File: config.mk
export PLATFORM = sky130hd
export DESIGN_NAME = gray_conv_arbiter
export DESIGN_NICKNAME = d
export VERILOG_FILES = /design/src/rtl/gray_arb_pkg.sv /design/src/rtl/bin2gray_conv.sv /design/src/rtl/gray_conv_arbiter.sv
export SDC_FILE = /design/constraint.sdc
export NUM_CORES = 1
export LEC_CHECK = 0
export CORE_AREA = 4 4 41 43
export CTS_CLUSTER_DIAMETER = 60
export CTS_CLUSTER_SIZE = 12
export DETAILED_ROUTE_END_ITERATION = 10
export DIE_AREA = 0 0 45 47
export DONT_BUFFER_PORTS = 1
export PLACE_DENSITY = 0.49
export SLEW_MARGIN = 5
export SYNTH_ARGS = -nofsm -noshare
export SYNTH_HDL_FRONTEND = slang
export SYNTH_SLANG_ARGS = --single-unit
File: constraint.sdc
create_clock -name clk_in -period 1.5 [get_ports clk_in]
set_clock_uncertainty 0.1 [all_clocks]
set_input_delay 0.3 -clock clk_in [delete_from_list [all_inputs] [get_ports clk_in]]
set_output_delay 0.3 -clock clk_in [all_outputs]
set_load 0.01 [all_outputs]
File: src/rtl/gray_arb_pkg.sv
// Shared types and constants for the Gray-converter arbiter slice.
package gray_arb_pkg;

  localparam int unsigned DEF_WIDTH = 3;
  localparam int unsigned CNT_W     = 8;

  typedef enum logic [0:0] {
    EMPTY = 1'b0,
    FULL  = 1'b1
  } out_state_e;

  typedef logic [0:0] req_id_t;

endpackage

File: src/rtl/bin2gray_conv.sv
// Purely combinational binary-to-Gray converter.
module bin2gray_conv #(
  parameter int unsigned WIDTH = 3
) (
  input  logic [WIDTH-1:0] bin,
  output logic [WIDTH-1:0] gray
);

  assign gray = bin ^ (bin >> 1);

endmodule

File: src/rtl/gray_conv_arbiter.sv
// Round-robin sharing of one binary-to-Gray converter between two requesters,
// with a single-entry valid/ready result register. Define GRAY_ARB_CNT_EN for grant counters.
module gray_conv_arbiter
  import gray_arb_pkg::*;
#(
  parameter int unsigned WIDTH = DEF_WIDTH
) (
  input  logic             clk_in,
  input  logic             rst_in,
  input  logic             req0_valid_in,
  input  logic [WIDTH-1:0] req0_bin_in,
  output logic             req0_ready_out,
  input  logic             req1_valid_in,
  input  logic [WIDTH-1:0] req1_bin_in,
  output logic             req1_ready_out,
  output logic             res_valid_out,
  output logic [WIDTH-1:0] res_gray_out,
  output logic             res_id_out,
  input  logic             res_ready_in
`ifdef GRAY_ARB_CNT_EN
  ,
  output logic [CNT_W-1:0] grant_cnt0_out,
  output logic [CNT_W-1:0] grant_cnt1_out
`endif
);

  out_state_e       state, state_nxt;
  req_id_t          prio;
  req_id_t          sel_id;
  logic             grant_ok;
  logic             grant;
  logic [WIDTH-1:0] mux_bin;
  logic [WIDTH-1:0] conv_gray;

  // Requester 1 wins only when it is alone or holds priority.
  assign sel_id   = req_id_t'(req1_valid_in && (!req0_valid_in || prio == req_id_t'(1)));
  assign grant_ok = !rst_in && ((state == EMPTY) || res_ready_in);

  assign req0_ready_out = grant_ok && req0_valid_in && (sel_id == req_id_t'(0));
  assign req1_ready_out = grant_ok && req1_valid_in && (sel_id == req_id_t'(1));
  assign grant          = req0_ready_out || req1_ready_out;

  assign mux_bin = (sel_id == req_id_t'(1)) ? req1_bin_in : req0_bin_in;

  bin2gray_conv #(.WIDTH(WIDTH)) u_conv (
    .bin  (mux_bin),
    .gray (conv_gray)
  );

  always_ff @(posedge clk_in) begin
    if (rst_in) state <= EMPTY;
    else        state <= state_nxt;
  end

  // A grant always refills the register, so FULL only drains when nothing new arrives.
  always_comb begin
    state_nxt = state;
    case (state)
      EMPTY:   if (grant) state_nxt = FULL;
      FULL:    if (res_ready_in && !grant) state_nxt = EMPTY;
      default: state_nxt = EMPTY;
    endcase
  end

  assign res_valid_out = (state == FULL);

  always_ff @(posedge clk_in) begin
    if (rst_in) begin
      res_gray_out <= '0;
      res_id_out   <= 1'b0;
      prio         <= req_id_t'(0);
    end else if (grant) begin
      res_gray_out <= conv_gray;
      res_id_out   <= sel_id[0];
      prio         <= ~sel_id;
    end
  end

`ifdef GRAY_ARB_CNT_EN
  // Saturating per-requester accepted-transfer counters.
  always_ff @(posedge clk_in) begin
    if (rst_in) begin
      grant_cnt0_out <= '0;
      grant_cnt1_out <= '0;
    end else begin
      if (req0_ready_out && (grant_cnt0_out != '1))
        grant_cnt0_out <= grant_cnt0_out + CNT_W'(1);
      if (req1_ready_out && (grant_cnt1_out != '1))
        grant_cnt1_out <= grant_cnt1_out + CNT_W'(1);
    end
  end
`endif

endmodule

==> key figures, run 1 <==
Run status
  • Outcome: finished, violations left
  • Failing checks: setup timing

Detailed routing
  • Vias post-DR: between 300 and 400
  • Routed wire length: between 800 and 900 µm
  • Via/cell ratio: between 5 and 6
  • Routed len/inst: about 15 µm
  • Routed Antenna Nets: 0
  • Initial DRC Count: 1
  • Drt first pass iters: 3
  • Post-route DRC: 0

Power
  • Pwr Total: 420 µW
  • Leakage Power: ~0.00018 µW
  • Pwr per Cell Area: ~900 nW/µm²
  • Worst IR Drop VDD: between 0.2 and 0.3 mV

Clock network
  • Longest Clk Path Bufs: 2
  • TritonCTS clock tree: done
  • CTS Buf Count: 3
  • Clock Root Buffer: clkbuf_4
  • Clock Latency Late Sink: roughly 0.24 ns
  • H-tree levels: 1
  • Clk sinks: 6
  • CTS Hold Buffers Added: 0
  • Clock slew at the register clock pins of the worst setup and hold paths: around 0.050 ns

Logic synthesis
  • Syn_nets: ~50
  • Yosys warning total: 0
  • Yosys top cell area share: 0.342
  • Synth top area cells: dfxtp_1 (34%), a21oi_1 (7.1%), o31ai_1 (6.4%), and3_1 (5.3%), xnor2_1 (5.0%)
  • Leading area contributor after synthesis: dfxtp_1
  • Mapped Cells: 40
  • #FFs+latches synth: 6
  • Register area share after synthesis: 0.342
  • Synth Area per Inst: ~9 µm²
  • Netlist cell types: 22
  • Synth Cell Area: between 300 and 400 µm²

Die
  • Core ar.: between 1000 and 1500 µm²
  • Site row count: 13
  • Die Height: between 40 and 50 µm
  • Die Wd: ~45 µm
  • Starting density of the core: 0.270
  • IO Count: 18
  • Die area: around 2100 µm²

Timing
  • Hold Vio Cnt, Final: 0
  • Setup violations, final: 1
  • Tcrit/Tclk final: 1.01
  • Worst-Margin Slew: between 0.2 and 0.25 ns
  • Fin worst setup slack: -0.0149 ns
  • Max Slew Vio Count: 0
  • RSZ-0062 raised after global routing: true
  • Setup TNS Final: -0.0149 ns
  • Crit path time final: roughly 1.5 ns
  • Max Freq: around 660 MHz
  • Slew headroom: 0.843

Critical path
  • Crit-path max FO: 3
  • Crit-path cells: nor2b_4 -> a2111oi_4 -> buf_4
  • Arrival time worst endpoint: around 1.1 ns
  • Crit-path max cell delay: 0.30 ns
  • CP Launch Type: flop
  • Critical path type: reg -> out
  • CP required: around 1.1 ns
  • Slowest cell on the critical path: dfxtp_1
  • Crit end category: output pin

Cells and area
  • Nets: 59
  • Fin cells: 61
  • Finished Core Util: 0.358
  • Filler cells: 140
  • Number of diodes: 0
  • Synth-to-layout area growth: 32.4%
  • Share of layout cells above drive strength 1: 0.304

Flow run
  • Max Cap Viol: 0

Placed design
  • Final Wtd Congestion: about 0.80
  • Dpl cells: between 50 and 60
  • Port Buf Inserts: 0
  • Detailed placer's ending HPWL: ~710 µm

Global route
  • Largest net degree at the start of global routing: 12
  • Total grt overflow: 0
  • Initial antenna violation count: 0
  • Global Route Usage Sum: 0.0854
  • Vias in the first global route: 283
  • First-pass GRT wire length: approximately 1.3 mm

Min path
  • Hold WC Path Type: in -> reg
critical path: cells and delay by family, from the launching register on:
kind | cells | cell delay, ns
AOI/OAI and AO/OA | 1 | 0.26
buffers and inverters | 1 | 0.17
DFF | 1 | 0.30
and+or+nand+nor | 1 | 0.14
cells in the final DEF (no fill, tap or decap), drive strengths merged:
cell type and instances:
a2111oi 1, a21boi 1, a21oi 5, a311oi 1, and3 3, buf 4, clkbuf 3, dfxtp 6
inv 3, nand2 1, nand2b 1, nand3 1, nor2 1, nor2b 1, nor3 1, o211ai 2
o21ai 1, o311a 1, o31ai 3, or2b 1, or3 1, xnor2 2, xor2 2
through the flow:
step	hold WS [ns]	setup WS, ns	instance area [µm²]
after global placement	0.273	0.125	390
after global routing	0.0115	-0.0358	465
after floorplan	0.269	0.0320	353
after detailed placement	0.276	0.116	390
final	0.0126	-0.0149	465
after CTS	0.0171	-0.0543	423
where the power goes:
| part | switching (µW) | internal (µW) |
|---|---|---|
| sequential | 16.6 | 175 |
| clock | 55.2 | 90.3 |
| combinational | 36.2 | 47.1 |
final cells by class:
cell class                      instances  area [µm²]  share of cell area
Clock buffer                            3        22.5              0.0484
Inverter                                3        11.3              0.0242
Multi-Input combinational cell         30         246               0.530
Sequential cell                         6         124               0.266
Tap cell                               15        18.8              0.0403
Timing Repair Buffer                    4        42.5              0.0914
flip-flops by register name (all words and copies together) (netlist names):
| register | cells |
|---|---|
| res_valid_out | 1 |
| res_gray_out | 3 |
| res_id_out | 1 |
| prio | 1 |
synth_stat cells:
cell,number
dfxtp_1,6
a21oi_1,5
and3_1,3
inv_1,3
o31ai_1,3
o211ai_1,2
xnor2_1,2
xor2_1,2
a2111oi_0,1
a21boi_0,1
a311oi_1,1
clkbuf_1,1
nand2_1,1
nand2b_1,1
nand3_1,1
nor2_2,1
nor2b_4,1
nor3_1,1
o21ai_0,1
o311a_1,1
or2b_2,1
or3_4,1
logic make-up (layout without fill, tap and decap cells):
logic type	Yosys count	in the layout	share of synthesized area
flip-flops	6	6	0.342
buffers and inverters	4	10	0.0427
AO/OA/AOI/OAI	15	15	0.292
AND/OR/NAND/NOR	11	11	0.224
XOR/XNOR	4	4	0.0997
layer usage:
metal | GRT usage | routed length, µm
met1 | 0.0979 | 379
met2 | 0.116 | 429
met3 | 0.0230 | 67
met4 | 0.105 | 22
met5 | 0 | 0
path summary, 6_finish.rpt:
| check | slack [ns] | endpoint | cells after the start | from |
|---|---|---|---|---|
| setup / recovery | -0.01 | req0_ready_out | 3 | res_valid_out |
| hold reg to reg | 0.38 | prio | 1 | prio |
| setup reg to reg | 0.04 | res_gray_out[2] | 4 | res_valid_out |
| hold / removal | 0.01 | prio | 1 | rst_in |
repair_timing:
action / CTS / global route
buffers inserted: 0 / 1
setup endpoints to repair: 2 / 2
resized for setup: 2 / 4
pin swaps: 1 / 2
Note: power is estimated with default switching activity, not from simulation.
==> inputs of run 2 (changes only) <==
CTS_CLUSTER_SIZE = 16   (was 12)
SLEW_MARGIN = 40   (was 5)
==> results of run 2 <==
No change in the layout: final DEF, timing and power equal those of run 1.
==> inputs of run 3 (changes only) <==
HOLD_SLACK_MARGIN = 0.1   (was not set)
MAX_ROUTING_LAYER = met4   (was not set)
==> run 3 against run 2 <==
Against the previous run: the flow still finishes with violations (setup timing); hold slack gained 0.11 ns; global-route usage grew 0.61 points; power grew 1.1%; sequential share of layout area shrank 1.1 points; sequential cell count is the same; routed wire length grew 3.1%; sequential power is essentially flat; die area is the same; clock-buffer cell count is the same; worst setup slack lost 0.0026 ns; utilization grew 1.5 points; critical path type unchanged.
==> key figures, run 3 (same netlist as run 1, synthesis figures left out) <==
Run status
  • Outcome: finished, violations left
  • Failing checks: setup timing

Clock network
  • Clock slew at the register clock pins of the worst setup and hold paths: roughly 0.050 ns
  • H-tree levels: 1
  • Longest Clk Path Bufs: 2
  • TritonCTS clock tree: done
  • CTS Buf Count: 3
  • Clk sinks: 6
  • Clock Root Buffer: clkbuf_4
  • Clock Latency Late Sink: between 0.2 and 0.25 ns

Detailed routing
  • Routed wire length: approximately 930 µm
  • Initial DRC Count: 6
  • Routed len/inst: around 15 µm
  • Drt first pass iters: 3
  • Post-route DRC: 0
  • Via/cell ratio: approximately 5.3
  • Vias post-DR: ~330
  • Routed Antenna Nets: 0

Global route
  • Initial antenna violation count: 0
  • Global Route Usage Sum: 0.0914
  • Vias in the first global route: 303
  • First-pass GRT wire length: ~1.3 mm
  • Total grt overflow: 0
  • Largest net degree at the start of global routing: 12

Die
  • Core ar.: roughly 1300 µm²
  • Starting density of the core: 0.270
  • Site row count: 13
  • Die Wd: approximately 45 µm
  • Die Height: approximately 47 µm
  • Die area: 2120 µm²
  • IO Count: 18

Timing
  • Setup violations, final: 1
  • RSZ-0062 raised after global routing: true
  • Max Freq: between 600 and 700 MHz
  • Max Slew Vio Count: 0
  • Hold Vio Cnt, Final: 0
  • Worst-Margin Slew: ~0.24 ns
  • Worst hold slack: about 0.12 ns
  • Fin worst setup slack: -0.0175 ns
  • Crit path time final: between 1.5 and 2 ns
  • Tcrit/Tclk final: 1.01
  • Slew headroom: 0.841
  • Setup TNS Final: -0.0175 ns

Critical path
  • CP required: approximately 1.1 ns
  • Crit-path max FO: 3
  • Launch point of the worst reg-to-reg path: res_valid_out
  • Crit end category: output pin
  • Critical path type: reg -> out
  • R2R setup slack: 0.04 ns
  • CP Launch Type: flop
  • Worst R2R End: res_gray_out[2]
  • Arrival time worst endpoint: 1.12 ns
  • R2R depth: 4
  • Worst setup path start: res_valid_out
  • Worst setup path end: req0_ready_out

Cells and area
  • Share of layout cells above drive strength 1: 0.292
  • Filler cells: ~140
  • Most frequent cells in the layout: a21oi_1 (5), dfxtp_1 (5)
  • Number of diodes: 0
  • Nets: just over 60
  • Most flops, register: res_gray_out
  • Synth-to-layout area growth: 38.1%
  • Max FFs per register: 3

Power
  • Cell internal pwr: 316 µW
  • Logic pwr share: 0.209
  • Pwr per Cell Area: 875 nW/µm²
  • Leakage Power: 0.000190 µW
  • Clock power share: 0.341
  • Worst IR Drop VDD: ~0.3 mV
  • NetSw: between 100 and 150 µW
  • Flop pwr share: 0.450
  • Sw Share: 0.257

Placed design
  • Worst slack at placement: roughly 0.12 ns
  • Detailed placer's ending HPWL: 707 µm
  • Port Buf Inserts: 0
  • Final Wtd Congestion: just over 0.8

Min path
  • Hold WC Path Type: in -> reg

Flow run
  • Max Cap Viol: 0
## run 3: changes by cell type in the layout (fill, tap and decap cells not counted)
cell | before | now
dlygate4sd3_1 | 0 | 2
## run 3: critical path, cell delays in order, from the launching register on
cell	delay (ns)
dfxtp_1	0.30
nor2b_4	0.14
a2111oi_4	0.26
buf_4	0.17
## run 3: what timing repair did
| action | CTS | global route |
|---|---|---|
| gates resized for setup | 2 | 4 |
| endpoints found under the setup margin | 2 | 2 |
| hold endpoints to repair | 3 | 0 |
| buffers inserted | 0 | 1 |
| hold buffers | 2 | 0 |
| pin swaps | 1 | 2 |
## run 3: worst min path at each step
stage | depth (start not counted) | slack, ns | end | start
after floorplan | 1 | 0.27 | res_id_out | rst_in
after global placement | 1 | 0.27 | res_valid_out | rst_in
after detailed placement | 1 | 0.28 | res_valid_out | rst_in
after CTS | 2 | 0.11 | res_id_out | req1_valid_in
after global routing | 2 | 0.13 | res_id_out | req1_valid_in
final | 2 | 0.12 | res_id_out | req1_valid_in
## run 3: layout make-up
cell class / instances / area (µm²) / area share
multi-input cells: 30 / 246 / 0.508
flip-flops and latches: 6 / 124 / 0.255
repair buffers: 6 / 62.6 / 0.129
clock buffers: 3 / 22.5 / 0.0464
well taps: 15 / 18.8 / 0.0387
inverters: 3 / 11.3 / 0.0232
## run 3: stage by stage
step / cells / power, µW / utilization / instance area (µm²)
after CTS: 62 / 419 / 0.340 / 443
after floorplan: 40 / 245 / - / 353
after global placement: 57 / 261 / 0.300 / 390
after global routing: 63 / 444 / 0.373 / 485
final: 63 / 425 / 0.373 / 485
after detailed placement: 57 / 263 / 0.300 / 390
## run 3: per-layer routing
layer	up-vias	global-route usage	share of wire
met5	-	-	0
met4	0	0.105	0.024
met3	2	0.0192	0.070
met2	13	0.127	0.48
met1	151	0.100	0.42
li1	168	-	-
## run 3: power groups by stage
| stage | sequential (µW) | clock, µW | combinational, µW |
|---|---|---|---|
| final | 191 | 145 | 88.6 |
| after detailed placement | 193 | 0 | 70.0 |
| after CTS | 191 | 150 | 77.3 |
| after floorplan | 190 | 0 | 54.8 |
| after global placement | 193 | 0 | 68.3 |
| after global routing | 193 | 155 | 96.5 |
